`src/rtl/vms_pkg.sv`:
```
// -----------------------------------------------------------------------------
// vms_pkg
// Shared types and helpers for the vector<->scalar memory sequencer.
//   vms_state_t : sequencer FSM encoding (IDLE, WRITE, READ, DRAIN, RESP)
//   lane_idx_w  : width of a lane index for a given lane count
//   TAG_RD_W    : width of the destination register tag
// -----------------------------------------------------------------------------
package vms_pkg;

    typedef enum logic [2:0] {
        IDLE  = 3'd0,
        WRITE = 3'd1,
        READ  = 3'd2,
        DRAIN = 3'd3,
        RESP  = 3'd4
    } vms_state_t;

    localparam int TAG_RD_W = 5;

    function automatic int lane_idx_w(input int lanes);
        return $clog2(lanes);
    endfunction

endpackage

```
`src/rtl/vms_tag_delay.sv`:
```
// -----------------------------------------------------------------------------
// vms_tag_delay
// RAM_LAT-stage shift register carrying {valid, lane index} alongside a RAM
// read, so the returning data can be steered to the lane that requested it.
// Ports:
//   clk, rst       clock, synchronous active-low reset (clears all stages)
//   in_valid       a read address is issued this cycle
//   in_lane        lane index of that read
//   out_valid      RAM data for out_lane is on ram_rdata this cycle
//   out_lane       lane index emerging from the last stage
//   pending        a tag will still be in flight after the next shift
// -----------------------------------------------------------------------------
module vms_tag_delay #(
    parameter int RAM_LAT = 1,
    parameter int LW      = 4
) (
    input  logic          clk,
    input  logic          rst,
    input  logic          in_valid,
    input  logic [LW-1:0] in_lane,
    output logic          out_valid,
    output logic [LW-1:0] out_lane,
    output logic          pending
);

    logic [RAM_LAT-1:0] v_q;
    logic [LW-1:0]      lane_q [RAM_LAT];

    always_ff @(posedge clk) begin
        if (!rst) begin
            v_q <= '0;
            for (int s = 0; s < RAM_LAT; s++) begin
                lane_q[s] <= '0;
            end
        end else begin
            v_q[0]    <= in_valid;
            lane_q[0] <= in_lane;
            for (int s = 1; s < RAM_LAT; s++) begin
                v_q[s]    <= v_q[s-1];
                lane_q[s] <= lane_q[s-1];
            end
        end
    end

    assign out_valid = v_q[RAM_LAT-1];
    assign out_lane  = lane_q[RAM_LAT-1];

    // The last stage drains on the next edge, so only earlier stages keep
    // the line busy.
    if (RAM_LAT == 1) begin : g_single
        assign pending = 1'b0;
    end else begin : g_multi
        assign pending = |v_q[RAM_LAT-2:0];
    end

endmodule

```
`src/rtl/vec_mem_sequencer.sv`:
```
// -----------------------------------------------------------------------------
// vec_mem_sequencer
// Vector<->scalar memory sequencer for the MEM stage. A vector store is
// serialised into LANES single-element RAM writes; a vector load issues LANES
// single-element reads and gathers the returning data into one response.
//
// Handshakes: a transfer happens on a rising clk edge where valid && ready are
// both 1. The request side accepts only in IDLE (req_ready); a requester that
// sees req_ready=0 holds its request. The response side presents rsp_* in RESP
// and holds them unchanged until rsp_ready=1.
//
// Build option: VMS_STRIDE_EN
//   defined   : element address = req_base + i*req_stride (mod 2^ADDR_W)
//   undefined : stride fixed at 1, req_stride is not used
//
// Ports:
//   clk, rst                 clock, synchronous active-low reset
//   req_valid/req_ready      request handshake
//   req_write                1 = store, 0 = load
//   req_base, req_stride     lane 0 address, element stride
//   req_rd                   destination tag echoed on the response
//   req_wdata                store data, lane i = [i*ELEM_W +: ELEM_W]
//   ram_addr/ram_wdata/ram_wren/ram_rdata   single-element RAM port
//   rsp_valid/rsp_ready      response handshake
//   rsp_write, rsp_rd        echo of the request
//   rsp_rdata                gathered load data (zero for stores)
//   busy                     FSM not in IDLE, drives the pipeline stall
//   state_dbg                current FSM state
// -----------------------------------------------------------------------------
module vec_mem_sequencer
    import vms_pkg::*;
#(
    parameter int LANES   = 16,
    parameter int ELEM_W  = 16,
    parameter int ADDR_W  = 19,
    parameter int RAM_LAT = 1
) (
    input  logic                      clk,
    input  logic                      rst,
    input  logic                      req_valid,
    output logic                      req_ready,
    input  logic                      req_write,
    input  logic [ADDR_W-1:0]         req_base,
    input  logic [ADDR_W-1:0]         req_stride,
    input  logic [TAG_RD_W-1:0]       req_rd,
    input  logic [LANES*ELEM_W-1:0]   req_wdata,
    output logic [ADDR_W-1:0]         ram_addr,
    output logic [ELEM_W-1:0]         ram_wdata,
    output logic                      ram_wren,
    input  logic [ELEM_W-1:0]         ram_rdata,
    output logic                      rsp_valid,
    input  logic                      rsp_ready,
    output logic                      rsp_write,
    output logic [TAG_RD_W-1:0]       rsp_rd,
    output logic [LANES*ELEM_W-1:0]   rsp_rdata,
    output logic                      busy,
    output logic [2:0]                state_dbg
);

    localparam int LW    = lane_idx_w(LANES);
    localparam int VEC_W = LANES * ELEM_W;

    localparam logic [2:0] S_IDLE  = IDLE;
    localparam logic [2:0] S_WRITE = WRITE;
    localparam logic [2:0] S_READ  = READ;
    localparam logic [2:0] S_DRAIN = DRAIN;
    localparam logic [2:0] S_RESP  = RESP;

    logic [2:0]          state_q, state_d;
    logic [LW-1:0]       lane_q;
    logic [ADDR_W-1:0]   addr_q;
    logic [ADDR_W-1:0]   step;
    logic                write_q;
    logic [TAG_RD_W-1:0] rd_q;
    logic [VEC_W-1:0]    wdata_q;
    logic [VEC_W-1:0]    rdata_q;

    logic                accept;
    logic                active;
    logic                last_lane;
    logic                tag_out_valid;
    logic [LW-1:0]       tag_out_lane;
    logic                tag_pending;

`ifdef VMS_STRIDE_EN
    logic [ADDR_W-1:0]   stride_q;

    always_ff @(posedge clk) begin
        if (!rst) begin
            stride_q <= '0;
        end else if (accept) begin
            stride_q <= req_stride;
        end
    end

    assign step = stride_q;
`else
    logic unused_stride;

    assign unused_stride = ^req_stride;
    assign step          = ADDR_W'(1);
`endif

    assign accept    = req_valid && (state_q == S_IDLE);
    assign active    = (state_q == S_WRITE) || (state_q == S_READ);
    assign last_lane = (lane_q == LW'(LANES - 1));

    always_comb begin
        state_d = state_q;
        case (state_q)
            S_IDLE:  if (req_valid)   state_d = req_write ? S_WRITE : S_READ;
            S_WRITE: if (last_lane)   state_d = S_RESP;
            // The last read is still in the RAM pipeline after its address.
            S_READ:  if (last_lane)   state_d = S_DRAIN;
            S_DRAIN: if (!tag_pending) state_d = S_RESP;
            S_RESP:  if (rsp_ready)   state_d = S_IDLE;
            default:                  state_d = S_IDLE;
        endcase
    end

    always_ff @(posedge clk) begin
        if (!rst) begin
            state_q <= S_IDLE;
            lane_q  <= '0;
            addr_q  <= '0;
            write_q <= 1'b0;
            rd_q    <= '0;
            wdata_q <= '0;
            rdata_q <= '0;
        end else begin
            state_q <= state_d;
            if (accept) begin
                lane_q  <= '0;
                addr_q  <= req_base;
                write_q <= req_write;
                rd_q    <= req_rd;
                wdata_q <= req_wdata;
                rdata_q <= '0;
            end else if (active) begin
                lane_q <= lane_q + LW'(1);
                // Wraps modulo 2^ADDR_W by construction.
                addr_q <= addr_q + step;
            end
            if (tag_out_valid) begin
                rdata_q[int'(tag_out_lane)*ELEM_W +: ELEM_W] <= ram_rdata;
            end
        end
    end

    vms_tag_delay #(
        .RAM_LAT (RAM_LAT),
        .LW      (LW)
    ) u_tag_delay (
        .clk       (clk),
        .rst       (rst),
        .in_valid  (state_q == S_READ),
        .in_lane   (lane_q),
        .out_valid (tag_out_valid),
        .out_lane  (tag_out_lane),
        .pending   (tag_pending)
    );

    assign ram_addr  = active ? addr_q : '0;
    assign ram_wren  = (state_q == S_WRITE);
    assign ram_wdata = (state_q == S_WRITE) ? wdata_q[int'(lane_q)*ELEM_W +: ELEM_W] : '0;

    assign req_ready = (state_q == S_IDLE);
    assign busy      = (state_q != S_IDLE);
    assign rsp_valid = (state_q == S_RESP);
    assign rsp_write = write_q;
    assign rsp_rd    = rd_q;
    assign rsp_rdata = rdata_q;
    assign state_dbg = state_q;

endmodule

```
`config.mk`:
```
export PLATFORM = sky130hd
export DESIGN_NAME = vec_mem_sequencer
export DESIGN_NICKNAME = d
export VERILOG_FILES = /design/src/rtl/vms_pkg.sv /design/src/rtl/vms_tag_delay.sv /design/src/rtl/vec_mem_sequencer.sv
export SDC_FILE = /design/constraint.sdc
export NUM_CORES = 1
export LEC_CHECK = 0
export CORE_AREA = 2 2 243 245
export CTS_CLUSTER_SIZE = 10
export DETAILED_ROUTE_END_ITERATION = 8
export DIE_AREA = 0 0 245 247
export PLACE_DENSITY = 0.7
export SYNTH_ARGS = -nofsm -noshare
export SYNTH_HDL_FRONTEND = slang
export SYNTH_HIERARCHICAL = 1
export SYNTH_SLANG_ARGS = --single-unit
```
`constraint.sdc`:
```
create_clock -name clk -period 7.1 [get_ports clk]
set_clock_uncertainty 0.15 [all_clocks]
set_input_delay 1.42 -clock clk [delete_from_list [all_inputs] [get_ports clk]]
set_output_delay 1.42 -clock clk [all_outputs]
set_load 0.02 [all_outputs]
```
Word-level counts from Yosys, hierarchy flattened --
Memory sizes are Yosys's and may differ from the RTL's. Index checks and enable logic that the tools add are counted.
Storage, ports and cells: register bits after elaboration 545, latch bits 0, bits in writable memories 4, bits in read-only memories 0, input port bits 320, word-level logic and storage cells 51, memories kept 1
Cells by class: $add $sub $neg 3, multipliers 0, divide/modulo/power cells 0, magnitude comparators 0, equal/unequal tests 9, shift operators 3, mux-type cells 18, bitwise operators 1, reductions and logical operators 8
Memory list:
- u_tag_delay.lane_q | depth 1, width 4, read ports 1, clocked after Yosys merged registers in 0, write ports 1, RTL line vms_tag_delay.sv:27 | logic [LW-1:0] lane_q [RAM_LAT];
Operator list (number):
- $mux 256 | 3
- $bwmux 256 | 1
- $shift 16x33->256 const A | 1
- $shiftx 16x33->256 | 1
- $shiftx 256x9->16 | 1
- $mux 19 | 3
- $neg 8->33 | 1
- $add 19x1->19 const B | 1
- $mux 16 | 1
- $pmux 3 s5 | 1
- $mux 3 | 4
- $eq 3x2->1 const B | 2
- $add 4x1->4 const B | 1
- $eq 4x4->1 const B | 1
- $mux 4 | 1
- $ne 2x1->1 const B | 2
- $ne 2x2->1 const B | 2
- $reduce_and 4->1 | 1
- $reduce_or 4->1 | 1
- $eq 3x1->1 const B | 1
- $eq 3x3->1 const B | 1
- $logic_not 3->1 | 1
- $mux 1 | 3
- $reduce_bool 3->1 | 1
- other kinds (6) | 6

Depth between registers and ports, before layout --
Gate-level depths: netlist of the first run.
depth after elaboration 6, mapped depth 13, mapped depth without buffers 6

Modules after synthesis --
The synthesis of the first run kept the hierarchy.
Modules (own cells, without submodules):
- vec_mem_sequencer | instances 1, cells an instance 2902, area an instance 23852.9 µm², seq. area each 10890.4 µm²
- vms_tag_delay | instances 1, cells an instance 12, area an instance 142.6 µm², seq. area each 100.1 µm²

Worst setup path after synthesis of the first run --
Ideal clock, no wire load.
path kind reg-to-output, start register state_q[0], in the netlist state_dbg[0], end output port ram_wdata[10], data arrival time 2084 ps, data required time 5530 ps, setup slack 3446 ps, cell stages (with the launch flop) 7, cell sequence dfxtp_1 buf_2 nor3b_1 nand2_1 clkbuf_1 nor2_1 a31o_2
Between the ends: longest elaborated chain between the ends 2
RTL lines:
- start, declared | RTL line vec_mem_sequencer.sv:69 | logic [2:0] state_q, state_d;
- start signal, assigned | RTL line vec_mem_sequencer.sv:131 | state_q <= state_d;
- $eq 3x1->1
- via ram_wren | RTL line vec_mem_sequencer.sv:49 | output logic ram_wren,
- $mux 16 | RTL line vec_mem_sequencer.sv:165 | assign ram_wdata = (state_q == S_WRITE) ? wdata_q[int'(lane_q)*ELEM_W +: ELEM_W] : '0;
- end, declared | RTL line vec_mem_sequencer.sv:48 | output logic [ELEM_W-1:0] ram_wdata,
The timed path passes the listed nets, and every way through them passes these cells.

Worst setup path after layout of the first run --
start register lane_q[1], end output port ram_wdata[1]
Between the ends: longest elaborated chain between the ends 2
RTL lines:
- start, declared | RTL line vec_mem_sequencer.sv:70 | logic [LW-1:0] lane_q;
- start signal, assigned | RTL line vec_mem_sequencer.sv:140 | lane_q <= lane_q + LW'(1);
- $shiftx 256x9->16 | RTL line vec_mem_sequencer.sv:165
- $mux 16 | RTL line vec_mem_sequencer.sv:165
Every way passes these cells.

==> flow_summary_export.csv, run 1 <==
group,metric,value,unit
sta,setup_tns,0,ps
synth,post_synth_fa_ha_maj_area_fraction,0.209,%
cts,cts_root_buffer,"clkbuf_16",
sta,slew_headroom,7.73,%
synth,yosysSeqAreaShare,45.8,%
synth,yosys.area_share.simple,19.1,%
route,viasPerCell,5.94,
cells_and_area,regArea,11000,um2
floorplan,row_count,89,
power_and_ir_drop,power.density,233,nW/um2
worst_setup_path,r2r-start,"u_tag_delay/lane_q[0][0]",
worst_setup_path,r2r_slack,2840,ps
cts,post_cts_resize_count,0,
cts,cts_made_buffers,66,
synth,synth_top_family_by_area,"compound AO/OA/AOI/OAI gates",
cells_and_area,finalNonFillerCells,4098,
floorplan,ios,624,
sta,grt_setup_unrepaired,"false",
synth,yosysMostFrequentCell,"nand2_1",
sta,hold_violations,0,
floorplan,die_w,245,um
cells_and_area,multi_input_area,11700,um2
cts,holdBufCountCts,0,
route,first_iter_violations,2198,
cts,clk_pin_slew,50,ps
cts,clock_sinks,549,
cts,clk_path_buf_depth,3,
synth,synthXorXnorAreaFrac,0.438,%
cells_and_area,fillCellCount,5195,
run,maxCapViolCount,0,
sta,fmax,0.193,GHz
placed_design,placement.io_buffers,604,
worst_setup_path,cp_slowest_cell,"dfxtp_2",
synth,netlist_area,24000,um2
synth,synthDistinctLibCells,53,
placed_design,gp_congestion,0.907,
worst_setup_path,cp_max_fo,58,
worst_setup_path,ff2ff_path_depth,8,
cells_and_area,fin_util,55.0,%
grt,antenna_found_initial,17,
synth,synth_common_cells,"605 x nand2_1, 549 x dfxtp_1, 511 x a21oi_1, 253 x clkbuf_1, 240 x o211ai_1",
power_and_ir_drop,p_total,0.00748,W
cells_and_area,area_delta_synth_final,33.6,%
synth,synth_compound_area_share,22.3,%
worst_hold_path,min_path_cells,2,
cells_and_area,drive_above_1_share,6.40,%
synth,syn_nets,3238,
floorplan,die_area,60500,um2
worst_setup_path,start_kind,"register",
worst_hold_path,hp-start,"wdata_q[43]",
cells_and_area,nNetsFinal,3619,
status,status,"completed",
cts,clock_latency,600,ps
worst_setup_path,r2r_end,"rsp_rdata[11]",
grt,grt_max_degree,259,
synth,synth-main-ff-cell,"dfxtp_1",
synth,synth-edff-count,0,
route,drcViolationCount,0,
synth,synth_area_leaders,"dfxtp_1 46%, a21oi_1 11%, nand2_1 9.5%",
grt,first_global_vias,23200,
placed_design,dpl.hpwl,62.2,mm
worst_setup_path,critPathArrivalTime,3620,ps
floorplan,design.core.area,58200,um2
synth,async_flop_share,0,%
power_and_ir_drop,static-leakage-power,10.5,nW
worst_setup_path,worst_path_largest_cell_delay,820,ps
sta,setup_ws,1910,ps
synth,synthMuxAreaShare,6.47,%
placed_design,pre_cts_ws,2520,ps
route,drtPass1Iterations,6,
synth,syn_inst,2914,
grt,grt_pass1_wl,141,mm
cts,cts_tree,"done",
worst_setup_path,cp-end-kind,"primary output",
floorplan,die_h,247,um
route,vias,24400,
placed_design,dpl.cell_count,4000,
synth,synth_area_leader_cell,"dfxtp_1",
power_and_ir_drop,peakVddDrop,0.000182,V
sta,finalSetupViolations,0,
cts,cts_setup_buffers,0,
route,routedWlPerCell,23.1,um
sta,post-route-period-util,73.0,%
synth,synth_warnings,6,
synth,synth_top_area_share,45.8,%
worst_hold_path,hold_path.class,"reg2reg",
grt,grt_use_total,29.9,%
worst_setup_path,crit_type,"reg2out",
floorplan,start_util,41.2,%
route,finalWirelength,94.7,mm
sta,period_needed,5190,ps
cts,htree_levels,3,
sta,final_max_slew_viol_count,0,
worst_setup_path,crit_required,5530,ps
route,ant_nets,0,
sta,tightestPinTransition,1380,ps
worst_setup_path,crit_path_cell_trace,"buf_4, mux4_2, mux2i_1, nor2_1, a31o_2, clkdlybuf4s50_1",
synth,ys_ff_latch,549,
grt,globalRoute.totalOverflow,0,
synth,syn_area_per_cell,8.23,um2
worst_hold_path,hold_end,"wdata_q[43]",
==> layout make-up <==
type                            instances  share of cell area, %
Antenna cell                           14                  0.109
Clock buffer                           75                   5.44
Clock inverter                          9                  0.484
Inverter                               10                  0.140
Multi-Input combinational cell       2026                   36.6
Sequential cell                       549                   34.3
Tap cell                              773                   3.02
Timing Repair Buffer                  642                   19.9
==> worst max path at each step <==
stage	from	end	slack, ps	depth (start not counted)
finish	lane_q[1]	ram_wdata[1]	1910	6
detailed placement	lane_q[0]	ram_wdata[14]	2520	6
floorplan	state_dbg[0]	ram_wdata[10]	3450	6
CTS	lane_q[0]	ram_wdata[14]	1880	6
global placement	lane_q[0]	ram_wdata[14]	2560	6
global route	lane_q[0]	ram_wdata[1]	1770	6
==> cell families (layout without fill, tap and decap cells) <==
kind of cell / count (synthesis) / count (layout)
buf+inv: 339 / 736
compound gates: 884 / 884
simple gates: 1012 / 1012
mux: 113 / 113
xor+xnor: 12 / 12
other cells: 1 / 15
flops: 549 / 549
fa+ha+maj: 4 / 4
==> worst max-delay path, delay by kind of cell (launching register included) <==
family / cells / cell delay (ps)
AOI/OAI and AO/OA: 1 / 260
buffers and inverters: 2 / 1180
DFF: 1 / 820
muxes: 2 / 610
and+or+nand+nor: 1 / 90
==> cells in the final DEF (no fill, tap or decap), drive strengths merged, types with 7 or more instances in the layout <==
master and n:
nand2 605, clkdlybuf4s50 604, dfxtp 549, a21oi 511
o211ai 240, nand3 169, nand4 83, clkbuf 75
mux2i 65, buf 38, and3 37, o21ai 36
mux4 32, nor2 32, nor3 23, a211oi 21
a32oi 17, mux2 16, a21boi 16, nor2b 16
a31o 16, diode 14, inv 14, a31oi 10
or4 9, xnor2 8, and2 8, nor4 7
==> stage by stage <==
step / instance area, um2 / hold WS, ps
after CTS: 32000 / 300
final: 32100 / 299
after floorplan: 24000 / 282
after global placement: 30100 / 290
after global routing: 32100 / 316
after detailed placement: 30100 / 293
==> sequential cells by signal, indices dropped and copies added (netlist names) <==
| signal | cells |
|---|---|
| rsp_rd | 5 |
| u_tag_delay/lane_q | 4 |
| wdata_q | 256 |
| addr_q | 19 |
| rsp_write | 1 |
| state_dbg | 3 |
| rsp_rdata | 256 |
| lane_q | 4 |
| u_tag_delay/out_valid | 1 |
==> routing by layer <==
metal  vias up  track usage, %  part of all wire, %
li1      11100               -                    -
met2      1138            48.3                   47
met4         6            15.5                  5.4
met1     11800            36.5                   39
met5         -               0                0.040
met3       248            8.23                  9.3
==> power by group <==
group / switching (W) / internal, W
clock: 0.00131 / 0.00178
sequential: 0.0000985 / 0.00322
combinational: 0.000662 / 0.000413
total: 0.00207 / 0.00541
No activity file was read; power rests on OpenSTA's default activity.
==> inputs of run 2 (changes only) <==
Settings changed: CORE_AREA 2 2 243 245 to 2 2 245 247, DIE_AREA 0 0 245 247 to 0 0 247 249, PLACE_DENSITY 0.7 to 0.69.
Clock period 7.1 ns to 5.1 ns, I/O delays scaled along.
==> flow_summary_export.csv, run 2 (synthesis results as in run 1) <==
group,metric,value,unit
sta,tightestPinTransition,1240,ps
floorplan,design.core.area,58700,um2
cts,clock_sinks,549,
grt,grt_pass1_wl,144,mm
grt,globalRoute.totalOverflow,0,
floorplan,row_count,89,
sta,post-route-period-util,87.6,%
cells_and_area,fin_area,32200,um2
sta,hold_violations,0,
floorplan,die_w,247,um
power_and_ir_drop,power.density,324,nW/um2
worst_setup_path,cp_slowest_cell,"clkdlybuf4s50_1",
floorplan,die_area,61500,um2
cts,cts_tree,"done",
route,vias,24500,
worst_setup_path,r2r_slack,1660,ps
route,viasPerCell,5.96,
route,finalWirelength,96.6,mm
cts,holdBufCountCts,0,
cells_and_area,fillCellCount,5204,
worst_setup_path,crit_type,"reg2out",
worst_setup_path,r2r-start,"u_tag_delay/lane_q[0][0]",
grt,grt_use_total,30.3,%
placed_design,placement.io_buffers,604,
power_and_ir_drop,p_total,0.0104,W
run,maxCapViolCount,0,
cts,htree_levels,3,
worst_hold_path,hp-start,"wdata_q[160]",
power_and_ir_drop,intPower,0.00757,W
cts,clk_pin_slew,50,ps
sta,setup_ws,631,ps
sta,grt_setup_unrepaired,"false",
cts,clk_path_buf_depth,3,
route,first_iter_violations,2438,
power_and_ir_drop,p_switching,0.00286,W
sta,setup_tns,0,ps
floorplan,start_util,40.9,%
cells_and_area,nNetsFinal,3638,
route,drtPass1Iterations,5,
cts,clock_latency,590,ps
worst_setup_path,cp_max_fo,32,
floorplan,die_h,249,um
cts,cts_setup_buffers,0,
worst_setup_path,crit_path_cell_trace,"buf_12, buf_4, mux2i_1, a32oi_1, a31o_2, clkdlybuf4s50_1",
sta,slew_headroom,17.5,%
sta,period_needed,4470,ps
worst_setup_path,crit_start,"lane_q[0]",
power_and_ir_drop,peakVddDrop,0.000297,V
grt,antenna_found_initial,9,
grt,grt_util_met1,36.6,%
worst_setup_path,r2r_end,"rsp_rdata[222]",
cells_and_area,drive_above_1_share,6.75,%
worst_setup_path,start_kind,"register",
worst_hold_path,hold_path.class,"reg2reg",
power_and_ir_drop,power_frac_clock,40.9,%
placed_design,dpl_cell_area,30300,um2
status,status,"completed",
worst_setup_path,cp-end-kind,"primary output",
cts,cts_root_buffer,"clkbuf_16",
placed_design,gp_congestion,0.926,
floorplan,ios,624,
power_and_ir_drop,static-leakage-power,10.6,nW
power_and_ir_drop,p_comb_share,14.9,%
placed_design,pre_cts_ws,1200,ps
worst_setup_path,worst_path_largest_cell_delay,620,ps
placed_design,dpl.hpwl,65.3,mm
route,ant_nets,0,
worst_hold_path,hold_end,"wdata_q[160]",
grt,grt_max_degree,250,
sta,fmax,0.224,GHz
cells_and_area,area_delta_synth_final,34.2,%
power_and_ir_drop,swShare,27.5,%
grt,use_met2,48.7,%
cells_and_area,fin_util,54.9,%
worst_setup_path,critPathArrivalTime,3300,ps
grt,grt_busiest_layer,"met2",
route,routedWlPerCell,23.5,um
grt,gr-usage-met3,8.83,%
route,drcViolationCount,0,
power_and_ir_drop,share_seq_of_total_power,44.2,%
cts,cts_made_buffers,66,
sta,finalSetupViolations,0,
worst_setup_path,ff2ff_path_depth,8,
cells_and_area,layout_commonest_cell,"clkdlybuf4s50_1",
cells_and_area,layout_common_cells,"604 x clkdlybuf4s50_1, 603 x nand2_1, 545 x dfxtp_1",
cts,post_cts_resize_count,0,
grt,first_global_vias,23700,
sta,final_max_slew_viol_count,0,
worst_hold_path,min_path_cells,2,
worst_setup_path,crit_required,3930,ps
## run 2: changes by cell type in the layout (fill, tap and decap cells not counted), moves of 2 or more
cell / change
clkbuf_1: +7
inv_16: -2
clkbuf_8: -2
buf_4: +14
buf_12: +5
diode_2: -5
clkbuf_16: +2
## run 2: cell type report
class / instances / area, um2 / area share [%]
clock buffers: 82 / 1790 / 5.57
diodes: 9 / 22.5 / 0.0699
flip-flops and latches: 549 / 11000 / 34.2
inverters: 10 / 45.0 / 0.140
repair buffers: 661 / 6600 / 20.5
well taps: 773 / 967 / 3.00
multi-input cells: 2026 / 11700 / 36.4
clock inverters: 3 / 55.1 / 0.171
## run 2: power groups by stage
stage / sequential, W / clock, W / combinational [W]
floorplan: 0.00465 / 0 / 0.000920
global placement: 0.00468 / 0 / 0.00151
global route: 0.00463 / 0.00449 / 0.00166
detailed placement: 0.00470 / 0 / 0.00153
finish: 0.00461 / 0.00427 / 0.00155
CTS: 0.00460 / 0.00432 / 0.00154
## run 2: worst max path at each step
| stage | end | slack, ps | cells past startpoint |
|---|---|---|---|
| 2_1_floorplan | rsp_rdata[204] | 1810 | 13 |
| 3_3_place_gp | ram_wdata[0] | 1220 | 7 |
| 3_5_place_dp | ram_wdata[0] | 1200 | 7 |
| 4_1_cts | ram_wdata[0] | 560 | 7 |
| 5_1_grt | ram_wdata[0] | 430 | 7 |
| 6_report | ram_wdata[6] | 630 | 6 |
## run 2: worst max-delay path, delay by kind of cell, from the launching register on
kind / cells / cell delay [ps]
AOI/OAI and AO/OA: 2 / 680
DFF: 1 / 560
buffers and inverters: 3 / 1240
muxes: 1 / 200
## run 2: layer usage
| layer | wire (um) | share of wire [%] | vias to the layer above |
|---|---|---|---|
| met5 | 26 | 0.027 | - |
| met4 | 5310 | 5.5 | 4 |
| met3 | 9560 | 9.9 | 253 |
| met2 | 44900 | 46 | 1180 |
| met1 | 36800 | 38 | 11900 |
| li1 | - | - | 11200 |
## run 2: per-stage QoR
| step | std cells | hold WS [ps] |
|---|---|---|
| after global routing | 4108 | 316 |
| after global placement | 4019 | 288 |
| after CTS | 4104 | 300 |
| after detailed placement | 4019 | 293 |
| after floorplan | 2914 | 282 |
| final | 4113 | 301 |
